$ cat src/rtl/result_bus_arbiter.sv
// -----------------------------------------------------------------------------
// result_bus_arbiter
//
// Shares the common data bus (CDB) and the ROB write port among NFU functional
// units. Each channel runs its own round-robin arbiter. The grant (one-hot ack)
// is combinational in the request cycle. The winner's payload is broadcast from
// registers on the following cycle.
//
// Ports
//   clk, rst          clock; synchronous active-high reset
//   flush             blocks all grants this cycle, so both valids drop next cycle
//   fu_cdb_req/id/val per-FU CDB request and payload (flattened, FU k at slice k)
//   fu_cdb_ack        one-hot CDB grant back to the FUs
//   cdb_valid/id/val  registered CDB broadcast
//   fu_rob_req/robid/flags/wbs/value  per-FU ROB request and payload
//   rob_ready         ROB can accept a write this cycle
//   fu_rob_ack        one-hot ROB grant back to the FUs
//   rob_valid/robid/flags/wbs/value   registered ROB write
// -----------------------------------------------------------------------------
module result_bus_arbiter #(
  parameter int NFU    = 4,
  parameter int ID_W   = 4,
  parameter int DATA_W = 8
) (
  input  logic                   clk,
  input  logic                   rst,
  input  logic                   flush,

  input  logic [NFU-1:0]         fu_cdb_req,
  input  logic [NFU*ID_W-1:0]    fu_cdb_id,
  input  logic [NFU*DATA_W-1:0]  fu_cdb_val,
  output logic [NFU-1:0]         fu_cdb_ack,
  output logic                   cdb_valid,
  output logic [ID_W-1:0]        cdb_id,
  output logic [DATA_W-1:0]      cdb_val,

  input  logic [NFU-1:0]         fu_rob_req,
  input  logic [NFU*ID_W-1:0]    fu_rob_robid,
  input  logic [NFU*DATA_W-1:0]  fu_rob_flags,
  input  logic [NFU*DATA_W-1:0]  fu_rob_wbs,
  input  logic [NFU*DATA_W-1:0]  fu_rob_value,
  input  logic                   rob_ready,
  output logic [NFU-1:0]         fu_rob_ack,
  output logic                   rob_valid,
  output logic [ID_W-1:0]        rob_robid,
  output logic [DATA_W-1:0]      rob_flags,
  output logic [DATA_W-1:0]      rob_wbs,
  output logic [DATA_W-1:0]      rob_value
);

  localparam int PTR_W = $clog2(NFU);

  logic [PTR_W-1:0]  cdb_ptr, cdb_ptr_nxt;
  logic [PTR_W-1:0]  rob_ptr, rob_ptr_nxt;
  logic              cdb_en, rob_en;

  logic [ID_W-1:0]   cdb_id_mux;
  logic [DATA_W-1:0] cdb_val_mux;
  logic [ID_W-1:0]   rob_robid_mux;
  logic [DATA_W-1:0] rob_flags_mux, rob_wbs_mux, rob_value_mux;

  // Scan ptr, ptr+1, ... (mod NFU) and grant the first requester found.
  // The modulo keeps the scan correct for non-power-of-two NFU.
  function automatic logic [NFU-1:0] rr_pick(input logic [NFU-1:0] req,
                                             input logic [PTR_W-1:0] ptr);
    logic [NFU-1:0] gnt;
    logic           found;
    int             idx;
    gnt   = '0;
    found = 1'b0;
    for (int i = 0; i < NFU; i++) begin
      idx = (int'(ptr) + i) % NFU;
      if (!found && req[idx]) begin
        gnt[idx] = 1'b1;
        found    = 1'b1;
      end
    end
    return gnt;
  endfunction

  // Reset is included in the gate so nothing is acknowledged while rst is
  // high; a requesting FU keeps its result and retries after reset.
  assign cdb_en = !flush && !rst;
  assign rob_en = cdb_en && rob_ready;

  assign fu_cdb_ack = cdb_en ? rr_pick(fu_cdb_req, cdb_ptr) : '0;
  assign fu_rob_ack = rob_en ? rr_pick(fu_rob_req, rob_ptr) : '0;

  // Payload select and next pointer, driven by the one-hot ack.
  // NOTE: every signal written here gets a default first so no path leaves it
  // unassigned; otherwise synthesis infers a latch to hold the old value.
  always_comb begin
    cdb_id_mux    = '0;
    cdb_val_mux   = '0;
    cdb_ptr_nxt   = cdb_ptr;
    rob_robid_mux = '0;
    rob_flags_mux = '0;
    rob_wbs_mux   = '0;
    rob_value_mux = '0;
    rob_ptr_nxt   = rob_ptr;
    for (int k = 0; k < NFU; k++) begin
      if (fu_cdb_ack[k]) begin
        cdb_id_mux  = fu_cdb_id[k*ID_W +: ID_W];
        cdb_val_mux = fu_cdb_val[k*DATA_W +: DATA_W];
        cdb_ptr_nxt = PTR_W'((k + 1) % NFU);
      end
      if (fu_rob_ack[k]) begin
        rob_robid_mux = fu_rob_robid[k*ID_W +: ID_W];
        rob_flags_mux = fu_rob_flags[k*DATA_W +: DATA_W];
        rob_wbs_mux   = fu_rob_wbs[k*DATA_W +: DATA_W];
        rob_value_mux = fu_rob_value[k*DATA_W +: DATA_W];
        rob_ptr_nxt   = PTR_W'((k + 1) % NFU);
      end
    end
  end

  // NOTE: state registers use non-blocking assignments so every flop samples
  // the pre-edge values, independent of statement order.
  always_ff @(posedge clk) begin
    if (rst) begin
      cdb_valid <= 1'b0;
      cdb_id    <= '0;
      cdb_val   <= '0;
      cdb_ptr   <= '0;
    end else begin
      // Valid pulses for exactly one cycle per grant; payload holds otherwise.
      cdb_valid <= |fu_cdb_ack;
      if (|fu_cdb_ack) begin
        cdb_id  <= cdb_id_mux;
        cdb_val <= cdb_val_mux;
        cdb_ptr <= cdb_ptr_nxt;
      end
    end
  end

  always_ff @(posedge clk) begin
    if (rst) begin
      rob_valid <= 1'b0;
      rob_robid <= '0;
      rob_flags <= '0;
      rob_wbs   <= '0;
      rob_value <= '0;
      rob_ptr   <= '0;
    end else begin
      rob_valid <= |fu_rob_ack;
      if (|fu_rob_ack) begin
        rob_robid <= rob_robid_mux;
        rob_flags <= rob_flags_mux;
        rob_wbs   <= rob_wbs_mux;
        rob_value <= rob_value_mux;
        rob_ptr   <= rob_ptr_nxt;
      end
    end
  end

endmodule

$ cat config.mk
export PLATFORM = sky130hd
export DESIGN_NAME = result_bus_arbiter
export DESIGN_NICKNAME = d
export VERILOG_FILES = /design/src/rtl/result_bus_arbiter.sv
export SDC_FILE = /design/constraint.sdc
export NUM_CORES = 1
export LEC_CHECK = 0
export CAP_MARGIN = 20
export CORE_ASPECT_RATIO = 1.2
export CORE_MARGIN = 4
export CORE_UTILIZATION = 36
export DETAILED_ROUTE_END_ITERATION = 12
export HOLD_SLACK_MARGIN = 0.06
export MAX_ROUTING_LAYER = met4
export PLACE_DENSITY_LB_ADDON = 0.2
export SYNTH_ARGS = -nofsm -noshare
export SYNTH_HDL_FRONTEND = slang
export SYNTH_SLANG_ARGS = --single-unit
$ cat constraint.sdc
create_clock -name clk -period 4.7 [get_ports clk]
set_clock_uncertainty 0.1 [all_clocks]
set_input_delay 0.94 -clock clk [delete_from_list [all_inputs] [get_ports clk]]
set_output_delay 0.94 -clock clk [all_outputs]
set_load 0.02 [all_outputs]
* Yosys cells after proc, flatten, opt, wreduce, memory -nomap -nowiden
Index checks and enable logic that the tools add are counted.
Cells by class: muxes and demuxes 86, reduce and logical (&&, ||, !) cells 36, bitwise gates (word level) 12, add/subtract/negate cells 6, magnitude comparators 16
Operator list (number):
- $mux 8 | 16
- $mux 4 | 18
- $mux 1 | 28
- $lt 3x4->1 const B | 6
- $or 4x4->4 | 6
- $ge 3x1->1 const B | 6
- $bmux 1 s2 | 8
- $demux 1 s2 | 8
- $logic_and 1x1->1 | 16
- $mux 2 | 8
- $reduce_or 2->1 | 6
- $add 2x2->2 const B | 4
- $logic_not 1->1 | 8
- $reduce_bool 4->1 | 2
- $reduce_or 4->1 | 2
- $and 1x1->1 const A | 6
- $lt 2x3->1 const B | 2
- $add 2x1->2 const B | 2
- $ge 2x1->1 const B | 2
- $reduce_and 2->1 | 2
Word-level totals: flip-flop bits (word level) 46, bits of input ports 172, logic and storage cells 166

* Longest topological paths before layout
depth after elaboration 19, mapped depth 12, depth with buffers taken out 11

* Least setup slack after synthesis
OpenSTA, ideal clock, no wires.
kind reg-to-output, start reg rob_ptr[0], end out fu_rob_ack[3], path slack 0.989 ns, stages on the path, launching flop included 10, arrival time 2.671 ns, required time 3.660 ns, buffers on the path 3, cells stage by stage dfxtp_1 -> inv_1 -> ha_1 -> or3b_1 -> a2111o_1 -> a21boi_0 -> o31a_1 -> buf_4 -> buf_2 -> buf_2
Between the ends: cells in the longest elaborated chain, start to end 14
RTL lines:
- start: declaration | RTL line 54 | logic [PTR_W-1:0] rob_ptr, rob_ptr_nxt;
- start signal: assignment | RTL line 151 | rob_ptr <= rob_ptr_nxt;
- $add 2x1->2 | RTL line 72 | idx = (int'(ptr) + i) % NFU;
- $reduce_or 2->1 (no source line)
- $and 1x1->1 (no source line)
- $lt 3x4->1 (not written as such) / $ge 3x1->1 (equally long branches) | RTL line 74 | gnt[idx] = 1'b1;
- $logic_and 1x1->1 (not written as such) | RTL line 74
- $mux 1 (not written as such) | RTL line 74
- $demux 1 s2 | RTL line 74
- $or 4x4->4 (no source line)
- $mux 4 | RTL line 73 | if (!found && req[idx]) begin
- $or 4x4->4 (no source line)
- $mux 4 | RTL line 73
- $or 4x4->4 (no source line)
- $mux 4 (*) | RTL line 73
- $mux 4 (*) | RTL line 87 | assign fu_rob_ack = rob_en ? rr_pick(fu_rob_req, rob_ptr) : '0;
- end: declaration | RTL line 43 | output logic [NFU-1:0] fu_rob_ack,
Every way passes the cells marked *; elsewhere a longest branch is shown, timed or not. The select of a mux whose other input is x is not followed.

* Worst setup path after layout
start in fu_rob_req[2], end out fu_rob_ack[1]
Between the ends: cells in the longest elaborated chain, start to end 13
RTL lines:
- start: declaration | RTL line 37 | input logic [NFU-1:0] fu_rob_req,
- $bmux 1 s2 | RTL line 73
- $mux 1 (not written as such) | RTL line 73
- $mux 1 | RTL line 73
- $logic_not 1->1 | RTL line 73
- $logic_and 1x1->1 | RTL line 73
- $mux 1 | RTL line 73
- $logic_not 1->1 | RTL line 73
- $logic_and 1x1->1 | RTL line 73
- $mux 1 | RTL line 73
- $logic_not 1->1 | RTL line 73
- $logic_and 1x1->1 | RTL line 73
- $mux 4 (*) | RTL line 73
- $mux 4 (*) | RTL line 87
Marks and branches as above.

==> impl_metrics.json <==
{
  "cts_resized": 0,
  "root_buffer": "clkbuf_16",
  "die-height_um": 121,
  "hp-class": "reg -> reg",
  "crit-reg2reg-launch": "rob_ptr[1]",
  "synth_edf_count": 0,
  "initial_core_util_pct": 36.7,
  "switchingPower_uw": 569,
  "report.final.slew_viol_count": 0,
  "cpPeakStageDelay_ns": 0.63,
  "insertion_delay_ns": 0.28,
  "cts_tree": "yes",
  "reg2reg_depth": 10,
  "remaining_drc_errors": 0,
  "synth_cells": 468,
  "clk_pin_slew_worst_paths_ns": 0.06,
  "ctsLongestPathBuffers": 2,
  "syn_nets": 654,
  "die-area_um2": 12400,
  "synth.avg_cell_area_um2": 8.25,
  "ys_seq_area_share_pct": 23.9,
  "p_clk_share_pct": 22.1,
  "numCtsBuffers": 5,
  "tightestPinTransition_ns": 0.795,
  "critPathKind": "in -> out",
  "switching_share_pct": 36.0,
  "via_per_inst": 5.73,
  "cts.sinks": 46,
  "cp.arrival_ns": 3.56,
  "drive_gt1_share_pct": 10.2,
  "setup_violations": 0,
  "portBuffers": 221,
  "p_seq_share_pct": 29.6,
  "place.gp.congestion": 0.844,
  "muxShareOfSynthArea_pct": 3.89,
  "synthAdderAreaFrac_pct": 4.54,
  "period_share_pct": 97.9,
  "cap_viol_max_count": 0,
  "n_antenna_cell": 0,
  "fin_cells": 808,
  "vdd_drop_max_mv": 0.149,
  "first_pass_iters": 6,
  "cts_setup_buffers": 0,
  "gr-total-overflow": 0,
  "hold_viol": 0,
  "area_growth_pct": 64.8,
  "p_leak_nw": 2.39,
  "post-route-min-period_ns": 4.60,
  "critPathRequiredTime_ns": 3.66,
  "status": "completed",
  "synthSimpleGateAreaFrac_pct": 23.2,
  "synth_cell_types": 64,
  "cellInternalPower_mw": 1.01,
  "critPathCaptureType": "primary output",
  "row_count": 41,
  "dp.cells": 800,
  "worst_setup_path_start_kind": "primary input",
  "synthXorXnorAreaFrac_pct": 0,
  "slew_headroom_pct": 46.7,
  "syn_area_um2": 3860,
  "slowest_stage": "clkdlybuf4s50_1",
  "io_pins": 222,
  "grtUsageTotal_pct": 23.8,
  "crit_top_cell": "clkdlybuf4s50_1",
  "wl_um": 15200,
  "dp_hpwl_um": 11500,
  "ant_nets": 0,
  "die_w_um": 103,
  "cp-endpoint": "fu_rob_ack[1]",
  "grt_pass1_wl_um": 23100,
  "p_per_area_nw_per_um2": 248,
  "fmax_ghz": 0.217,
  "yosysWarningCount": 0,
  "synth_top_family_by_area": "compound AO/OA/AOI/OAI gates",
  "cts_max_level": 2,
  "synth-compound-area-share_pct": 35.9,
  "post_drt_wl_per_cell_um": 18.8,
  "vias": 4627,
  "synth-seq-cells": 46,
  "crit_start": "fu_rob_req[2]",
  "drt_iter0_markers": 265,
  "antenna_found_initial": 0,
  "crit-reg2reg-capture": "rob_robid[1]",
  "grt_start_max_net_pins": 62,
  "crit_chain": "clkdlybuf4s50_1, or3b_1, a2111o_1, a21boi_0, o31ai_4, inv_1, clkdlybuf4s50_1",
  "fill_cells": 917,
  "final_common_cell": "clkdlybuf4s50_1",
  "rsz0062_at_grt": "no",
  "design.core.area_um2": 10500,
  "crit_fanout": 7,
  "hold_buffers": 0,
  "grt_pass1_vias": 4685,
  "reg2reg_slack_ns": 0.93,
  "final_cell_mix": "clkdlybuf4s50_1 (221), dfxtp_1 (46), nand2_1 (39)",
  "ys.flop_type": "dfxtp_1",
  "p_comb_share_pct": 48.3,
  "fin_tns_setup_ns": 0,
  "synthArstFlopShare_pct": 0,
  "fin_nets": 864
}
==> worst max-delay path, delay by kind of cell <==
family,cells,cell delay (ns)
AOI/OAI and AO/OA,3,0.96
buffers and inverters,3,1.28
and+or+nand+nor,1,0.38
==> power groups by stage <==
stage | clock (mW) | sequential (mW) | combinational, mW
global placement | 0 | 0.473 | 0.750
CTS | 0.360 | 0.467 | 0.764
global route | 0.376 | 0.473 | 0.819
floorplan | 0 | 0.527 | 0.356
finish | 0.349 | 0.467 | 0.764
detailed placement | 0 | 0.474 | 0.760
==> worst min-delay path by stage <==
stage | start | to | slack (ns) | cells after the start
after floorplan | rob_flags[0] | rob_flags[0] | 0.43 | 2
after global placement | rob_flags[2] | rob_flags[2] | 0.34 | 2
after detailed placement | rob_value[7] | rob_value[7] | 0.35 | 2
after CTS | rob_value[7] | rob_value[7] | 0.36 | 2
after global routing | rob_flags[7] | rob_flags[7] | 0.38 | 2
final | rob_value[7] | rob_value[7] | 0.35 | 2
==> Yosys cell counts (5+ instances only) <==
cell type,number,area share [%]
a21oi_1,31,4.0
a221oi_1,9,2.0
a222oi_1,11,2.9
a31o_1,20,4.5
a31o_2,9,2.0
a32oi_1,5,1.1
and2_1,22,3.6
and3_1,20,3.2
buf_2,17,2.2
clkbuf_1,19,1.8
dfxtp_1,46,24
ha_1,14,4.5
inv_1,33,3.2
mux4_2,6,3.5
nand2_1,39,3.8
nand2b_1,9,1.5
nor2_1,13,1.3
nor2b_1,5,0.81
nor3_1,25,3.2
nor3b_1,5,0.97
o21ai_1,8,1.0
o31ai_1,8,1.6
o32ai_1,20,4.5
==> kinds of logic (layout without fill, tap and decap cells) <==
group,Yosys count,in the layout
buffers and inverters,76,287
AO/OA/AOI/OAI,167,167
adder cells (fa/ha/maj),14,14
AND/OR/NAND/NOR,158,158
multiplexers,7,7
flip-flops,46,46
==> registers in the layout, summed over array words and instances, names as in the netlist <==
| register | flops |
|---|---|
| rob_ptr | 2 |
| cdb_valid | 1 |
| cdb_id | 4 |
| cdb_val | 8 |
| rob_flags | 8 |
| rob_wbs | 8 |
| cdb_ptr | 2 |
| rob_value | 8 |
| rob_valid | 1 |
| rob_robid | 4 |
==> routing by layer <==
| layer | up-vias | global-route usage (%) | share of wire (%) |
|---|---|---|---|
| met1 | 2159 | 26.7 | 38 |
| met3 | 30 | 4.54 | 9.9 |
| met4 | 0 | 7.22 | 2.6 |
| met2 | 230 | 42.2 | 50 |
| li1 | 2208 | - | - |
| met5 | - | - | 0 |
==> metrics by stage <==
step | hold WS [ns] | setup WS, ns | utilization, % | power, mW | instance area, um^2
6_report | 0.355 | 0.0974 | 60.5 | 1.58 | 6360
5_1_grt | 0.384 | 0.0169 | 60.5 | 1.67 | 6360
4_1_cts | 0.359 | 0.101 | 60.5 | 1.59 | 6360
3_5_place_dp | 0.350 | 0.106 | 59.1 | 1.23 | 6220
3_3_place_gp | 0.343 | 0.164 | 59.1 | 1.22 | 6220
2_1_floorplan | 0.433 | 0.989 | - | 0.883 | 3860
==> final cells by class <==
type	count	area, um^2	area share [%]
Clock buffer	6	129	2.03
Timing Repair Buffer	244	2380	37.5
Multi-Input combinational cell	346	2620	41.2
Tap cell	129	161	2.54
Clock inverter	2	13.8	0.216
Sequential cell	46	921	14.5
Inverter	35	131	2.06
Power figures use the tool's default switching activity.
